--- config.mk ---
export PLATFORM = sky130hd
export DESIGN_NAME = ysyx_25030081_mc_cu
export DESIGN_NICKNAME = d
export VERILOG_FILES = /design/src/rtl/ysyx_25030081_mc_cu.sv
export SDC_FILE = /design/constraint.sdc
export NUM_CORES = 1
export LEC_CHECK = 0
export BUFFER_PORTS_ARGS = -buffer_cell sky130_fd_sc_hd__clkbuf_2
export CAP_MARGIN = 20
export CORE_UTILIZATION = 50
export CTS_CLUSTER_DIAMETER = 100
export DETAILED_ROUTE_END_ITERATION = 12
export GPL_ROUTABILITY_DRIVEN = 1
export HOLD_SLACK_MARGIN = 0.15
export PLACE_DENSITY = 0.82
export SYNTH_ARGS = -nofsm -noshare
export SYNTH_HDL_FRONTEND = slang
export SYNTH_SLANG_ARGS = --single-unit
export TNS_END_PERCENT = 1
--- constraint.sdc ---
create_clock -name clk -period 2.2 [get_ports clk]
set_clock_uncertainty 0.1 [all_clocks]
set_input_delay 0.22 -clock clk [delete_from_list [all_inputs] [get_ports clk]]
set_output_delay 0.22 -clock clk [all_outputs]
set_load 0.05 [all_outputs]
--- src/rtl/ysyx_25030081_mc_cu.sv ---
// Multi-cycle control unit: fetch/decode/exec/mem/wb sequencer for RV32I(E) with
// registered decode controls, a memory-wait watchdog and a sticky trap report.
module ysyx_25030081_mc_cu #(
    parameter bit          RV32E     = 1'b0,
    parameter int unsigned TIMEOUT_W = 8
) (
    input  logic        clk,
    input  logic        rst,
    input  logic        inst_valid,
    output logic        inst_ready,
    input  logic [31:0] inst,
    output logic        mem_req_valid,
    input  logic        mem_req_ready,
    input  logic        mem_rsp_valid,
    output logic        mem_wr,
    output logic [2:0]  mem_op,
    output logic [2:0]  ext_op,
    output logic        alu_a_src,
    output logic [1:0]  alu_b_src,
    output logic [3:0]  alu_op,
    output logic [3:0]  branch,
    output logic [1:0]  wb_sel,
    output logic        reg_wr,
    output logic        pc_we,
    output logic        trap,
    output logic [1:0]  trap_cause
);

    localparam logic [6:0] OP_LUI    = 7'b0110111;
    localparam logic [6:0] OP_AUIPC  = 7'b0010111;
    localparam logic [6:0] OP_JAL    = 7'b1101111;
    localparam logic [6:0] OP_JALR   = 7'b1100111;
    localparam logic [6:0] OP_BRANCH = 7'b1100011;
    localparam logic [6:0] OP_LOAD   = 7'b0000011;
    localparam logic [6:0] OP_STORE  = 7'b0100011;
    localparam logic [6:0] OP_IMM    = 7'b0010011;
    localparam logic [6:0] OP_REG    = 7'b0110011;

    localparam logic [2:0] EXT_I = 3'b000;
    localparam logic [2:0] EXT_S = 3'b001;
    localparam logic [2:0] EXT_B = 3'b010;
    localparam logic [2:0] EXT_U = 3'b011;
    localparam logic [2:0] EXT_J = 3'b100;

    localparam logic [1:0] CAUSE_ILLEGAL = 2'b01;
    localparam logic [1:0] CAUSE_TIMEOUT = 2'b10;

    localparam logic [TIMEOUT_W-1:0] WD_MAX  = '1;
    localparam logic [TIMEOUT_W-1:0] WD_LAST = {{(TIMEOUT_W-1){1'b1}}, 1'b0};

    typedef enum logic [2:0] {
        S_FETCH  = 3'd0,
        S_DECODE = 3'd1,
        S_EXEC   = 3'd2,
        S_MEM    = 3'd3,
        S_WB     = 3'd4,
        S_TRAP   = 3'd5
    } state_t;

    typedef struct packed {
        logic [2:0] ext_op;
        logic       alu_a_src;
        logic [1:0] alu_b_src;
        logic [3:0] alu_op;
        logic [3:0] branch;
        logic [1:0] wb_sel;
        logic [2:0] mem_op;
        logic       is_load;
        logic       is_store;
        logic       rd_wr;
    } ctrl_t;

    state_t               state_q, state_d;
    logic [31:0]          ir_q;
    ctrl_t                ctrl_q, dec;
    logic                 dec_bad;
    logic [TIMEOUT_W-1:0] wd_q, wd_d;
    logic                 acc_q, acc_d;
    logic [1:0]           cause_d;
    logic                 stall;
    logic                 use_rd, use_rs1, use_rs2;

    logic [6:0] opcode, funct7;
    logic [2:0] funct3;
    logic [4:0] rd, rs1, rs2;

    assign opcode = ir_q[6:0];
    assign rd     = ir_q[11:7];
    assign funct3 = ir_q[14:12];
    assign rs1    = ir_q[19:15];
    assign rs2    = ir_q[24:20];
    assign funct7 = ir_q[31:25];

    // Instruction decode from the captured IR
    always_comb begin
        dec     = '0;
        dec_bad = 1'b1;
        use_rd  = 1'b0;
        use_rs1 = 1'b0;
        use_rs2 = 1'b0;
        case (opcode)
            OP_LUI: begin
                dec_bad = 1'b0;
                dec.ext_op = EXT_U; dec.alu_b_src = 2'b01; dec.alu_op = 4'b1111;
                use_rd = 1'b1;
            end
            OP_AUIPC: begin
                dec_bad = 1'b0;
                dec.ext_op = EXT_U; dec.alu_a_src = 1'b1; dec.alu_b_src = 2'b01;
                use_rd = 1'b1;
            end
            OP_JAL: begin
                dec_bad = 1'b0;
                dec.ext_op = EXT_J; dec.alu_a_src = 1'b1; dec.alu_b_src = 2'b01;
                dec.branch = 4'b0001; dec.wb_sel = 2'b10;
                use_rd = 1'b1;
            end
            OP_JALR: begin
                dec_bad = (funct3 != 3'b000);
                dec.ext_op = EXT_I; dec.alu_b_src = 2'b01;
                dec.branch = 4'b0010; dec.wb_sel = 2'b10;
                use_rd = 1'b1; use_rs1 = 1'b1;
            end
            OP_BRANCH: begin
                dec_bad = (funct3[2:1] == 2'b01);
                dec.ext_op = EXT_B; dec.alu_b_src = 2'b00;
                dec.branch = {1'b1, funct3};
                dec.alu_op = funct3[2] ? {3'b001, funct3[1]} : 4'b1000;
                use_rs1 = 1'b1; use_rs2 = 1'b1;
            end
            OP_LOAD: begin
                dec_bad = (funct3 == 3'b011) || (funct3[2:1] == 2'b11);
                dec.ext_op = EXT_I; dec.alu_b_src = 2'b01; dec.wb_sel = 2'b01;
                dec.mem_op = funct3; dec.is_load = 1'b1;
                use_rd = 1'b1; use_rs1 = 1'b1;
            end
            OP_STORE: begin
                dec_bad = funct3[2] || (funct3 == 3'b011);
                dec.ext_op = EXT_S; dec.alu_b_src = 2'b01;
                dec.mem_op = funct3; dec.is_store = 1'b1;
                use_rs1 = 1'b1; use_rs2 = 1'b1;
            end
            OP_IMM: begin
                case (funct3)
                    3'b001:  dec_bad = (funct7 != 7'd0);
                    3'b101:  dec_bad = ({funct7[6], funct7[4:0]} != 6'd0);
                    default: dec_bad = 1'b0;
                endcase
                dec.ext_op = EXT_I; dec.alu_b_src = 2'b01;
                dec.alu_op = {(funct3 == 3'b101) & funct7[5], funct3};
                use_rd = 1'b1; use_rs1 = 1'b1;
            end
            OP_REG: begin
                dec_bad = !((funct7 == 7'd0) ||
                            ((funct7 == 7'h20) && ((funct3 == 3'b000) || (funct3 == 3'b101))));
                dec.alu_b_src = 2'b00;
                dec.alu_op = {funct7[5], funct3};
                use_rd = 1'b1; use_rs1 = 1'b1; use_rs2 = 1'b1;
            end
            default: dec_bad = 1'b1;
        endcase
        // RV32E only has x0..x15
        if (RV32E && ((use_rd && rd[4]) || (use_rs1 && rs1[4]) || (use_rs2 && rs2[4])))
            dec_bad = 1'b1;
        dec.rd_wr = use_rd && (rd != 5'd0);
    end

    // Next-state, watchdog and trap-cause logic
    always_comb begin
        state_d = state_q;
        wd_d    = wd_q;
        acc_d   = acc_q;
        cause_d = trap_cause;
        stall   = 1'b0;
        case (state_q)
            S_FETCH: begin
                if (inst_valid && inst_ready) state_d = S_DECODE;
            end
            S_DECODE: begin
                if (dec_bad) begin
                    state_d = S_TRAP;
                    cause_d = CAUSE_ILLEGAL;
                end else begin
                    state_d = S_EXEC;
                end
            end
            S_EXEC: begin
                if (ctrl_q.is_load || ctrl_q.is_store) begin
                    state_d = S_MEM;
                    wd_d    = '0;
                    acc_d   = 1'b0;
                end else begin
                    state_d = S_WB;
                end
            end
            S_MEM: begin
                // A response is only looked at once the request has been accepted
                if (!acc_q) begin
                    if (mem_req_ready) begin
                        if (ctrl_q.is_store) state_d = S_WB;
                        else                 acc_d   = 1'b1;
                    end else begin
                        stall = 1'b1;
                    end
                end else if (mem_rsp_valid) begin
                    state_d = S_WB;
                end else begin
                    stall = 1'b1;
                end
                if (stall) begin
                    if (wd_q == WD_LAST) begin
                        state_d = S_TRAP;
                        cause_d = CAUSE_TIMEOUT;
                        wd_d    = WD_MAX;
                    end else begin
                        wd_d = wd_q + TIMEOUT_W'(1);
                    end
                end
            end
            S_WB:    state_d = S_FETCH;
            S_TRAP:  state_d = S_TRAP;
            default: state_d = S_FETCH;
        endcase
    end

    // State register
    always_ff @(posedge clk or posedge rst) begin
        if (rst) begin
            state_q <= S_FETCH;
            wd_q    <= '0;
            acc_q   <= 1'b0;
        end else begin
            state_q <= state_d;
            wd_q    <= wd_d;
            acc_q   <= acc_d;
        end
    end

    // IR, decode controls and outputs, all registered from the next state
    always_ff @(posedge clk or posedge rst) begin
        if (rst) begin
            ir_q          <= '0;
            ctrl_q        <= '0;
            trap_cause    <= 2'b00;
            inst_ready    <= 1'b1;
            mem_req_valid <= 1'b0;
            mem_wr        <= 1'b0;
            pc_we         <= 1'b0;
            reg_wr        <= 1'b0;
            trap          <= 1'b0;
        end else begin
            if ((state_q == S_FETCH) && inst_valid && inst_ready) ir_q <= inst;
            if ((state_q == S_DECODE) && !dec_bad) ctrl_q <= dec;
            trap_cause    <= cause_d;
            inst_ready    <= (state_d == S_FETCH);
            mem_req_valid <= (state_d == S_MEM) && !acc_d;
            mem_wr        <= (state_d == S_MEM) && !acc_d && ctrl_q.is_store;
            pc_we         <= (state_d == S_WB);
            reg_wr        <= (state_d == S_WB) && ctrl_q.rd_wr;
            trap          <= (state_d == S_TRAP);
        end
    end

    assign mem_op    = ctrl_q.mem_op;
    assign ext_op    = ctrl_q.ext_op;
    assign alu_a_src = ctrl_q.alu_a_src;
    assign alu_b_src = ctrl_q.alu_b_src;
    assign alu_op    = ctrl_q.alu_op;
    assign branch    = ctrl_q.branch;
    assign wb_sel    = ctrl_q.wb_sel;

endmodule

==> impl_metrics.py <==
metrics = {
    "status": {
        "status": "finished with violations",
        "failed_checks": "negative setup slack",
    },
    "finish": {
        "insertedDiodeCount": 0,
        "final_util": 0.668,
        "nets": 421,
        "drive_above_1_share": 0.372,
        "final_cells": 462,
        "syn2layout_area_growth_pct": 25.6,
    },
    "drt": {
        "routedWlPerCell_um": 15.4,
        "wirelength_um": 7100,
        "routed-wl-met2_um": 3400,
        "wl_met3_um": 360,
        "drt_first_pass_iters": 4,
        "drc": 0,
        "drtAntennaViolNets": 0,
        "top_layer_used": "met4",
        "drt_iter0_drc": 283,
        "wl_met1_um": 3150,
        "via_per_inst": 5.55,
        "num_vias": 2563,
    },
    "global_route": {
        "track_usage": 0.242,
        "grt_pass1_wl_um": 12100,
        "grt_max_degree": 29,
        "grt_overflow": 0,
        "grt_pass1_vias": 2530,
        "antenna_found_initial": 0,
    },
    "floorplanning": {
        "core_sq_um": 6060,
        "fp.dieH_um": 82.3,
        "die-area_sq_um": 6770,
        "fp.dieW_um": 82.3,
        "rows": 28,
        "ios": 64,
        "start_util": 0.532,
    },
    "cts": {
        "clockRootBuffer": "clkbuf_8",
        "cts_tree": "done",
        "clk_pin_slew_ns": 0.08,
        "clockBufferDepth": 2,
        "cts_max_level": 3,
        "numCtsBuffers": 9,
        "cts_sinks": 63,
        "clk_latency_ns": 0.34,
    },
    "setup_path": {
        "r2r_start": "ir_q[4]",
        "rrSetupSlack_ns": -0.07,
        "path_class": "flop to flop",
        "cp_cell_sequence": "nand3b_2 > o32a_1 > or4_4 > a211oi_4 > buf_12 > mux2_2",
        "critPathTopFamily": "simple AND/OR/NAND/NOR gates",
        "path_max_fanout": 17,
        "cpPeakStageDelay_ns": 0.44,
        "r2r_end": "alu_a_src",
        "crit_path_top_delay_cell": "or4_4",
        "crit_path_start_kind": "flop",
        "reg2regPathDepth": 6,
        "critPathArrivalTime_ns": 2.39,
        "crit_buf_inv": 1,
        "cp-end-kind": "flop",
        "required_ns": 2.32,
    },
    "run": {
        "cap_viol_max_count": 0,
    },
    "synthesis": {
        "synth.distinct_cells": 51,
        "synth_cells": 296,
        "syn-num-nets": 335,
        "synth_warnings": 0,
        "synth-seq-cells": 63,
        "synth_edf_count": 0,
        "ys_seq_area_frac": 0.490,
        "synthArstFlopShare": 1.00,
        "syn_avg_cell_area_sq_um": 10.9,
        "synthesis.area_sq_um": 3220,
        "synthFlopType": "dfrtp_1",
    },
    "sta": {
        "drv_slew": 0,
        "period_needed_ns": 2.27,
        "fin_ws_ns": -0.0704,
        "rsz0062_at_grt": "true",
        "slew_headroom": 0.618,
        "finalHoldViolations": 0,
        "clock.fmax_mhz": 440,
        "setup_viol_count_final": 16,
        "hold_slack_ns": 0.206,
        "finalCritPeriodShare": 1.03,
        "fin_tns_setup_ns": -0.429,
        "tightest_slew_ns": 0.573,
    },
    "hold_path": {
        "hold_start": "mem_req_ready",
        "hold_class": "input pin to flop",
        "hold-path-endpoint": "acc_q",
        "hold_depth": 3,
    },
    "placement": {
        "place.gp.congestion": 0.941,
        "place_inst": 421,
        "port-buffer-count": 52,
        "dp.final_hpwl_um": 4730,
    },
    "pwr": {
        "leakage_nw": 1.87,
        "vdd_ir_drop_max_mv": 0.613,
        "p_per_area_nw_per_um2": 1040,
    },
}
[stage by stage]
stage               power, mW  setup WS, ns  instance area, sq um
finish                   4.21       -0.0704                  4050
CTS                      4.18       -0.0719                  4030
global placement         3.19      -0.00614                  3610
global route             4.47        -0.144                  4050
floorplan                2.76       -0.0537                  3220
detailed placement       3.26       -0.0617                  3610
[where the power goes]
part / total, mW / switching, mW / leakage (nW) / internal, mW
combinational: 1.61 / 0.840 / 0.985 / 0.766
sequential: 1.73 / 0.267 / 0.814 / 1.46
clock: 0.875 / 0.467 / 0.0755 / 0.409
total: 4.21 / 1.57 / 1.87 / 2.64
[layer usage]
metal  GRT usage  vias to the layer above
li1            -                     1196
met1       0.319                     1243
met2       0.381                      103
met3      0.0440                       21
met4       0.125                        0
met5           0                        -
[state kept, by name, indices dropped and copies added, names as in the netlist, 3 cells and up]
register  flops
alu_op        4
branch        4
state_q       3
ctrl_q        3
wd_q          8
mem_op        3
ext_op        3
ir_q         22
[synthesized netlist by cell type (all sizes together) (2+ instances only)]
master | n | share of area
a2111oi | 4 | 0.011
a211o | 2 | 0.0054
a211oi | 5 | 0.016
a21bo | 2 | 0.0062
a21oi | 7 | 0.011
a221o | 2 | 0.0062
a22o | 6 | 0.016
and3 | 2 | 0.0039
buf | 24 | 0.057
clkbuf | 7 | 0.0082
dfrtp | 62 | 0.48
ha | 2 | 0.0078
inv | 16 | 0.019
mux2 | 34 | 0.13
mux2i | 8 | 0.025
nand2 | 23 | 0.027
nand2b | 6 | 0.012
nand3 | 9 | 0.014
nand3b | 3 | 0.0093
nand4 | 2 | 0.0039
nor2 | 14 | 0.016
nor2b | 5 | 0.0097
nor3 | 6 | 0.0093
nor4 | 3 | 0.0078
o21ai | 20 | 0.031
or2 | 3 | 0.0058
or3 | 3 | 0.0058
or4 | 2 | 0.0058
[placed cells by master (no fill, tap or decap), types with 2 or more instances in the layout]
cell / netlist / final
dfrtp_1: 62 / 61
nand4_1: 2 / 2
ha_1: 2 / 2
and3_1: 2 / 2
clkinvlp_4: 0 / 3
a211o_1: 2 / 2
nor4_1: 2 / 2
clkbuf_1: 7 / 2
nor2b_1: 5 / 5
nor2_1: 14 / 14
nand2_1: 23 / 23
or2_2: 2 / 2
clkbuf_8: 0 / 9
a21bo_2: 2 / 2
a221o_1: 2 / 2
a21oi_1: 7 / 7
a211oi_1: 4 / 4
a2111oi_0: 4 / 3
dlygate4sd3_1: 0 / 23
inv_1: 16 / 15
buf_4: 18 / 29
nor3_1: 6 / 6
mux2i_1: 8 / 8
o21ai_0: 20 / 19
mux2_1: 2 / 2
nand3_1: 9 / 9
a22o_1: 6 / 6
clkbuf_2: 0 / 52
mux2_4: 10 / 10
nand2b_1: 6 / 6
or3_1: 3 / 3
nand3b_2: 2 / 2
mux2_2: 22 / 22
[worst min-delay path, stage by stage]
cell and delay (ns):
clkbuf_2 0.11, a31o_2 0.14, a22o_1 0.14
[how the worst max path moves through the flow]
| stage | from | to | slack (ns) | cells after the start |
|---|---|---|---|---|
| 2_1_floorplan | ir_q[12] | branch[0] | -0.05 | 7 |
| 3_3_place_gp | ir_q[4] | alu_a_src | -0.006 | 6 |
| 3_5_place_dp | ir_q[4] | alu_a_src | -0.06 | 6 |
| 4_1_cts | ir_q[4] | mem_op[2] | -0.07 | 7 |
| 5_1_grt | ir_q[4] | alu_a_src | -0.14 | 6 |
| 6_report | ir_q[4] | alu_a_src | -0.07 | 6 |
[logic make-up after synthesis]
family,Yosys count,share of synthesized area
AND/OR/NAND/NOR,84,0.137
adder cells (fa/ha/maj),2,0.00776
buffers and inverters,47,0.0839
flip-flops,63,0.490
AO/OA/AOI/OAI,56,0.122
XOR/XNOR,1,0.00272
other,1,0.00116
multiplexers,42,0.155
[timing repair]
action                                  in CTS  in global routing
hold buffers                                23                  0
gates resized for setup                      0                  6
setup buffers                                2                  0
endpoints found under the setup margin      19                 22
endpoints found under the hold margin       47                  0
[area by class of cell]
class | count | area, sq um
clock buffers | 11 | 131
clock inverters | 5 | 36.3
well taps | 75 | 93.8
repair buffers | 106 | 739
multi-input cells | 186 | 1410
inverters | 16 | 60.1
fillers | 441 | 2010
flip-flops and latches | 63 | 1580
(Power assumes the default switching activity.)
